$ cat config.mk
export PLATFORM = sky130hd
export DESIGN_NAME = dmi_boot_sequencer
export DESIGN_NICKNAME = d
export VERILOG_FILES = /design/src/rtl/dmi_boot_sequencer.sv
export SDC_FILE = /design/constraint.sdc
export NUM_CORES = 1
export LEC_CHECK = 0
export CAP_MARGIN = 20
export CORE_MARGIN = 1.5
export CORE_UTILIZATION = 60
export DETAILED_ROUTE_END_ITERATION = 12
export DONT_BUFFER_PORTS = 1
export PLACE_DENSITY = 0.75
export SYNTH_ARGS = -nofsm -noshare
export SYNTH_HDL_FRONTEND = slang
export SYNTH_SLANG_ARGS = --single-unit
export TNS_END_PERCENT = 20
$ cat constraint.sdc
create_clock -name clk_i -period 3.7 [get_ports clk_i]
set_clock_uncertainty 0.05 [all_clocks]
set_input_delay 0.74 -clock clk_i [delete_from_list [all_inputs] [get_ports clk_i]]
set_output_delay 0.74 -clock clk_i [all_outputs]
set_load 0.02 [all_outputs]
$ cat src/rtl/dmi_boot_sequencer.sv
// Preloads an SRAM image through the debug module's system-bus access registers,
// writes DPC with the boot address and resumes the hart, entirely over DMI.
module dmi_boot_sequencer #(
  parameter int unsigned PollMax  = 1024,
  parameter logic [2:0]  SbAccess = 3'd2
) (
  input  logic        clk_i,
  input  logic        rst_ni,
  input  logic        start_i,
  input  logic [31:0] boot_addr_i,
  input  logic        word_valid_i,
  output logic        word_ready_o,
  input  logic [31:0] word_addr_i,
  input  logic [31:0] word_data_i,
  input  logic        word_new_sec_i,
  input  logic        word_last_i,
  output logic        dmi_req_valid_o,
  input  logic        dmi_req_ready_i,
  output logic [6:0]  dmi_req_addr_o,
  output logic [1:0]  dmi_req_op_o,
  output logic [31:0] dmi_req_data_o,
  input  logic        dmi_resp_valid_i,
  output logic        dmi_resp_ready_o,
  input  logic [31:0] dmi_resp_data_i,
  input  logic [1:0]  dmi_resp_op_i,
  output logic        busy_o,
  output logic        done_o,
  output logic        error_o
);

  localparam int unsigned CntW = $clog2(PollMax + 1);

  localparam logic [6:0] AddrData0      = 7'h04;
  localparam logic [6:0] AddrDmControl  = 7'h10;
  localparam logic [6:0] AddrDmStatus   = 7'h11;
  localparam logic [6:0] AddrCommand    = 7'h17;
  localparam logic [6:0] AddrSbcs       = 7'h38;
  localparam logic [6:0] AddrSbAddress0 = 7'h39;
  localparam logic [6:0] AddrSbData0    = 7'h3C;

  localparam logic [1:0] OpRead  = 2'd1;
  localparam logic [1:0] OpWrite = 2'd2;

  typedef enum logic [3:0] {
    S_IDLE, S_ACT, S_POLL_SB, S_CFG, S_FETCH, S_SADDR, S_SDATA,
    S_BOOT, S_HALT, S_POLL_H, S_CLR1, S_CMD, S_RES, S_CLR2
  } state_e;

  state_e          state_q, state_d, ret_q, ret_d;
  logic            wait_q, wait_d;
  logic [CntW-1:0] cnt_q, cnt_d;
  logic [31:0]     boot_q, boot_d, addr_q, addr_d, data_q, data_d;
  logic            new_sec_q, new_sec_d, last_q, last_d, first_q, first_d;
  logic            done_q, done_d, err_q, err_d;
  logic            is_dmi;
  logic            resp_ok;

  // Only sbbusy and anyhalted are ever inspected in a read response.
  logic unused_resp_bits;
  assign unused_resp_bits = ^{dmi_resp_data_i[31:22], dmi_resp_data_i[20:9],
                              dmi_resp_data_i[7:0]};

  // NOTE: every output of a combinational block gets a default before the case,
  // otherwise any path that misses an assignment infers a latch.
  always_comb begin
    is_dmi         = 1'b1;
    dmi_req_addr_o = '0;
    dmi_req_op_o   = '0;
    dmi_req_data_o = '0;
    case (state_q)
      S_ACT, S_CLR1, S_CLR2: begin
        dmi_req_addr_o = AddrDmControl; dmi_req_op_o = OpWrite; dmi_req_data_o = 32'h0000_0001;
      end
      S_POLL_SB: begin dmi_req_addr_o = AddrSbcs; dmi_req_op_o = OpRead; end
      S_CFG: begin
        dmi_req_addr_o = AddrSbcs; dmi_req_op_o = OpWrite;
        dmi_req_data_o = {12'b0, SbAccess, 1'b1, 16'b0};
      end
      S_SADDR: begin dmi_req_addr_o = AddrSbAddress0; dmi_req_op_o = OpWrite; dmi_req_data_o = addr_q; end
      S_SDATA: begin dmi_req_addr_o = AddrSbData0; dmi_req_op_o = OpWrite; dmi_req_data_o = data_q; end
      S_BOOT:  begin dmi_req_addr_o = AddrData0; dmi_req_op_o = OpWrite; dmi_req_data_o = boot_q; end
      S_HALT: begin
        dmi_req_addr_o = AddrDmControl; dmi_req_op_o = OpWrite; dmi_req_data_o = 32'h8000_0001;
      end
      S_POLL_H: begin dmi_req_addr_o = AddrDmStatus; dmi_req_op_o = OpRead; end
      S_CMD: begin dmi_req_addr_o = AddrCommand; dmi_req_op_o = OpWrite; dmi_req_data_o = 32'h0023_07B1; end
      S_RES: begin
        dmi_req_addr_o = AddrDmControl; dmi_req_op_o = OpWrite; dmi_req_data_o = 32'h4000_0001;
      end
      default: is_dmi = 1'b0;
    endcase
  end

  assign dmi_req_valid_o  = is_dmi && !wait_q;
  assign dmi_resp_ready_o = is_dmi && wait_q;
  assign resp_ok          = dmi_resp_ready_o && dmi_resp_valid_i && (dmi_resp_op_i == 2'd0);
  assign word_ready_o     = (state_q == S_SDATA) && resp_ok;
  assign busy_o           = (state_q != S_IDLE);
  assign done_o           = done_q;
  assign error_o          = err_q;

  always_comb begin
    state_d = state_q; ret_d = ret_q; wait_d = wait_q; cnt_d = cnt_q;
    boot_d = boot_q; addr_d = addr_q; data_d = data_q;
    new_sec_d = new_sec_q; last_d = last_q; first_d = first_q;
    done_d = done_q; err_d = err_q;
    case (state_q)
      S_IDLE: begin
        if (start_i) begin
          state_d = S_ACT; boot_d = boot_addr_i; first_d = 1'b1;
          wait_d = 1'b0; done_d = 1'b0; err_d = 1'b0;
        end
      end
      S_FETCH: begin
        if (word_valid_i) begin
          addr_d = word_addr_i; data_d = word_data_i;
          new_sec_d = word_new_sec_i; last_d = word_last_i;
          state_d = (word_new_sec_i || first_q) ? S_SADDR : S_SDATA;
        end
      end
      default: begin
        if (!wait_q) begin
          if (dmi_req_ready_i) wait_d = 1'b1;
        end else if (dmi_resp_valid_i) begin
          wait_d = 1'b0;
          if (dmi_resp_op_i != 2'd0) begin
            err_d = 1'b1; state_d = S_IDLE;
          end else begin
            case (state_q)
              S_ACT:   begin state_d = S_POLL_SB; ret_d = S_CFG; cnt_d = '0; end
              S_CFG:   begin state_d = S_POLL_SB; ret_d = S_FETCH; cnt_d = '0; end
              S_SADDR: begin state_d = S_SDATA; first_d = 1'b0; end
              S_SDATA: begin
                state_d = S_POLL_SB; cnt_d = '0;
                ret_d   = last_q ? S_BOOT : S_FETCH;
              end
              S_POLL_SB: begin
                if (!dmi_resp_data_i[21]) state_d = ret_q;
                else if (cnt_q == CntW'(PollMax - 1)) begin err_d = 1'b1; state_d = S_IDLE; end
                else cnt_d = cnt_q + CntW'(1);
              end
              S_BOOT: state_d = S_HALT;
              S_HALT: begin state_d = S_POLL_H; cnt_d = '0; end
              S_POLL_H: begin
                if (dmi_resp_data_i[8]) state_d = S_CLR1;
                else if (cnt_q == CntW'(PollMax - 1)) begin err_d = 1'b1; state_d = S_IDLE; end
                else cnt_d = cnt_q + CntW'(1);
              end
              S_CLR1: state_d = S_CMD;
              S_CMD:  state_d = S_RES;
              S_RES:  state_d = S_CLR2;
              S_CLR2: begin state_d = S_IDLE; done_d = 1'b1; end
              default: state_d = S_IDLE;
            endcase
          end
        end
      end
    endcase
  end

  // NOTE: state registers use non-blocking assignments so every flop samples
  // the pre-edge value of every other flop, independent of statement order.
  always_ff @(posedge clk_i or negedge rst_ni) begin
    if (!rst_ni) begin
      state_q <= S_IDLE; ret_q <= S_IDLE; wait_q <= 1'b0; cnt_q <= '0;
      boot_q <= '0; addr_q <= '0; data_q <= '0;
      new_sec_q <= 1'b0; last_q <= 1'b0; first_q <= 1'b0;
      done_q <= 1'b0; err_q <= 1'b0;
    end else begin
      state_q <= state_d; ret_q <= ret_d; wait_q <= wait_d; cnt_q <= cnt_d;
      boot_q <= boot_d; addr_q <= addr_d; data_q <= data_d;
      new_sec_q <= new_sec_d; last_q <= last_d; first_q <= first_d;
      done_q <= done_d; err_q <= err_d;
    end
  end

endmodule
==> results by group <==
Outcome
  • Status: finished, final reports clean

STA
  • Final Critical Period: 3310 ps
  • Final hold vios: 0
  • Max Slew Vio Count: 0
  • RSZ-0062 raised after global routing: no
  • WHS: 104 ps
  • Final setup viols: 0
  • FMAX: 0.302 GHz
  • Normalized max-slew margin: 41.7%
  • Setup TNS: 0 ps
  • Final worst path period share: 89.5%
  • PnR worst setup slack: 388 ps
  • Worst-Margin Slew: 868 ps

Finish
  • Share of cells above drive strength 1: 21.9%
  • Layout Nets: 708
  • Area delta synth->final: 12.1%
  • Filler cells: 758
  • Post-layout instance area: 6720 um2
  • Most common cell after layout, fill and taps aside: nand2_1
  • Most frequent cells in the layout: nand2_1 (119), dfrtp_1 (116), mux2_2 (66), nor2_1 (38), a22oi_1 (23)

Clocking
  • CTS sink count: 118
  • H-tree depth: 4
  • CTS buffer count: 17
  • CTS clk-pin slew, worst paths: 60 ps
  • TritonCTS clock tree: yes
  • Post-CTS Setup Inserts: 0
  • Root buffer cell: clkbuf_8
  • Worst-skew pair later-pin latency: 520 ps
  • Clock Tree Buf Depth: 2

Power
  • Pwr Density: 742 nW/um2
  • Worst vdd ir: 0.339 mV
  • Lkg Pwr: 3.19 nW

Floorplan
  • Row cnt: 36
  • Initial Util: 61.6%
  • Chip Height: 103 um
  • Die X: 103 um
  • I/O pin count: 185
  • Die ar.: 10,600 um2
  • Core Area: 9730 um2

Critical path
  • WS Path Type: reg -> out
  • CP required: 2910 ps
  • Startpoint types: register
  • Worst path max stage delay: 500 ps
  • Crit-path slowest cell: dfrtp_2
  • Crit path capture type: output port
  • Most Frequent Cell on Critical Path: nor2_1
  • Crit path buf inv count: 0
  • Crit-path cells: or2_2 > mux2_2 > nor2_1 > nor2_1 > nor2b_1
  • Maximum fanout along the worst path: 14
  • Kind of cell adding the most delay to the critical path: simple AND/OR/NAND/NOR gates
  • Arr. time, crit path: 2520 ps

Synthesis
  • Main synth FF type: dfrtp_1
  • Area fraction in compound gates after synthesis: 11.1%
  • Synth Area in Adders: 0.209%
  • Post-synth EDFFs: 0
  • Ys async rst share: 100%
  • Mux contribution to synthesized area: 18.3%
  • Cell count after synthesis: 575
  • Largest family of logic cells by synthesized area: multiplexers
  • Mapped Nets: 714
  • Post-synthesis simple-gate area fraction: 16.1%
  • #FFs+latches synth: 118
  • XOR/XNOR share of the synthesized area: 1.17%
  • Sequential element share of the synthesized area: 49.3%
  • Syn. warnings: 0
  • Yosys cell types: 64
  • Mean Syn Cell Area: 10.4 um2
  • Syn Std Cell Area: 5990 um2

Placed design
  • Count of buffers from port buffering: 0
  • Placement Setup Slack: 902 ps
  • Routability cong.: 0.930
  • Dpl cell area: 6100 um2
  • DP HPWL: 9520 um

Routing
  • Routed Antenna Nets: 0
  • Initial DRC Count: 231
  • Post-Route WL: 14,500 um
  • Detailed Routing Iterations Pass 1: 5
  • DR vias/cell: 6.10
  • Drc violations: 0
  • DR WL/cell: 20.2 um
  • Total number of vias: 4,377

Global route
  • GRT Total Usage: 28.7%
  • Vias in the first global route: 4,456
  • Total grt overflow: 0
  • Largest net degree at the start of global routing: 119
  • First-pass GRT wire length: 22,700 um
  • Antenna violations before repair: 3

Flow run
  • Max-cap violation count: 0

Worst hold path
  • HP Class: in -> async
==> routing by layer <==
layer	track usage (%)	wire [um]	vias to the layer above
li1	-	-	2006
met1	35.2	5930	2157
met2	46.2	6980	187
met3	10.1	1230	27
met4	12.3	370	0
met5	0	0	-
==> timing repair <==
| action | in CTS | in global routing |
|---|---|---|
| hold endpoints to repair | 118 | 0 |
| hold buffers | 1 | 0 |
| resized for setup | 0 | 0 |
==> cell type report <==
type                            count  area, um2  share of cell area, %
Timing Repair Buffer               17        160                   2.38
Inverter                            5       18.8                  0.279
Multi-Input combinational cell    410       2830                   42.1
Antenna cell                        3       7.51                  0.112
Clock inverter                     10        128                   1.90
Clock buffer                       21        459                   6.83
Tap cell                          133        166                   2.48
Sequential cell                   118       2960                   44.0
==> state kept, by name, indices dropped and copies added, names as in the netlist <==
register	flops
addr_q	32
boot_q	32
cnt_q	11
data_q	32
done_o	1
error_o	1
first_q	1
last_q	1
ret_q	2
state_q	4
wait_q	1
==> Yosys cell counts (all sizes together), types with 2 or more instances <==
| master | instances | area, um2 |
|---|---|---|
| nor3 | 4 | 20.0 |
| o221ai | 2 | 17.5 |
| nor2 | 39 | 149 |
| nor4b | 2 | 30.0 |
| o31ai | 2 | 15.0 |
| a22o | 11 | 96.3 |
| dfrtp | 118 | 2950 |
| or3 | 3 | 18.8 |
| o22ai | 2 | 12.5 |
| clkbuf | 14 | 52.6 |
| nor2b | 3 | 18.8 |
| inv | 4 | 15.0 |
| nand3b | 2 | 15.0 |
| mux2i | 14 | 140 |
| nor3b | 3 | 27.5 |
| nand3 | 8 | 40.0 |
| xor2 | 5 | 43.8 |
| a22oi | 23 | 173 |
| o21ai | 23 | 115 |
| and3 | 2 | 12.5 |
| nand2b | 4 | 25.0 |
| a21boi | 2 | 15.0 |
| mux2 | 85 | 957 |
| a21oi | 12 | 71.3 |
| nand2 | 119 | 447 |
| buf | 28 | 159 |
| xnor2 | 3 | 26.3 |
| nand4 | 4 | 25.0 |
| and2 | 3 | 18.8 |
| nand4bb | 3 | 33.8 |
| a31oi | 3 | 18.8 |
==> through the flow <==
| stage | total power, mW | std cells | utilization (%) |
|---|---|---|---|
| final | 4.99 | 717 | 69.1 |
| after global routing | 5.26 | 717 | 69.1 |
| after CTS | 5.00 | 714 | 69.0 |
| after detailed placement | 3.33 | 682 | 62.7 |
| after global placement | 3.27 | 682 | 62.7 |
| after floorplan | 3.01 | 575 | - |
==> cells by family after synthesis <==
family                     count (synthesis)
other                                      1
AOI/OAI and AO/OA                         94
buffers and inverters                     47
adders and majority gates                  1
muxes                                     99
and+or+nand+nor                          207
DFF                                      118
xor gates and xnor gates                   8
==> power breakdown <==
group          leakage, nW  internal (mW)  switching (mW)  total [mW]
Sequential            1.58           1.60           0.229        1.83
Clock                0.293           1.07           0.564        1.63
Combinational         1.32          0.571           0.955        1.53
==> path summary, 6_finish.rpt <==
check                                 from                to  slack [ps]  depth (start not counted)
setup reg to reg                state_q[1]          cnt_q[8]         930                          7
min in group clk_i         boot_addr_i[17]        boot_q[17]         280                          2
hold / removal                      rst_ni         addr_q[5]         100                          1
hold reg to reg                  boot_q[7]         boot_q[7]         420                          2
setup / recovery                state_q[0]  dmi_resp_ready_o         390                          5
max in group asynchronous           rst_ni        state_q[0]        2990                          1
Power figures use the tool's default switching activity.
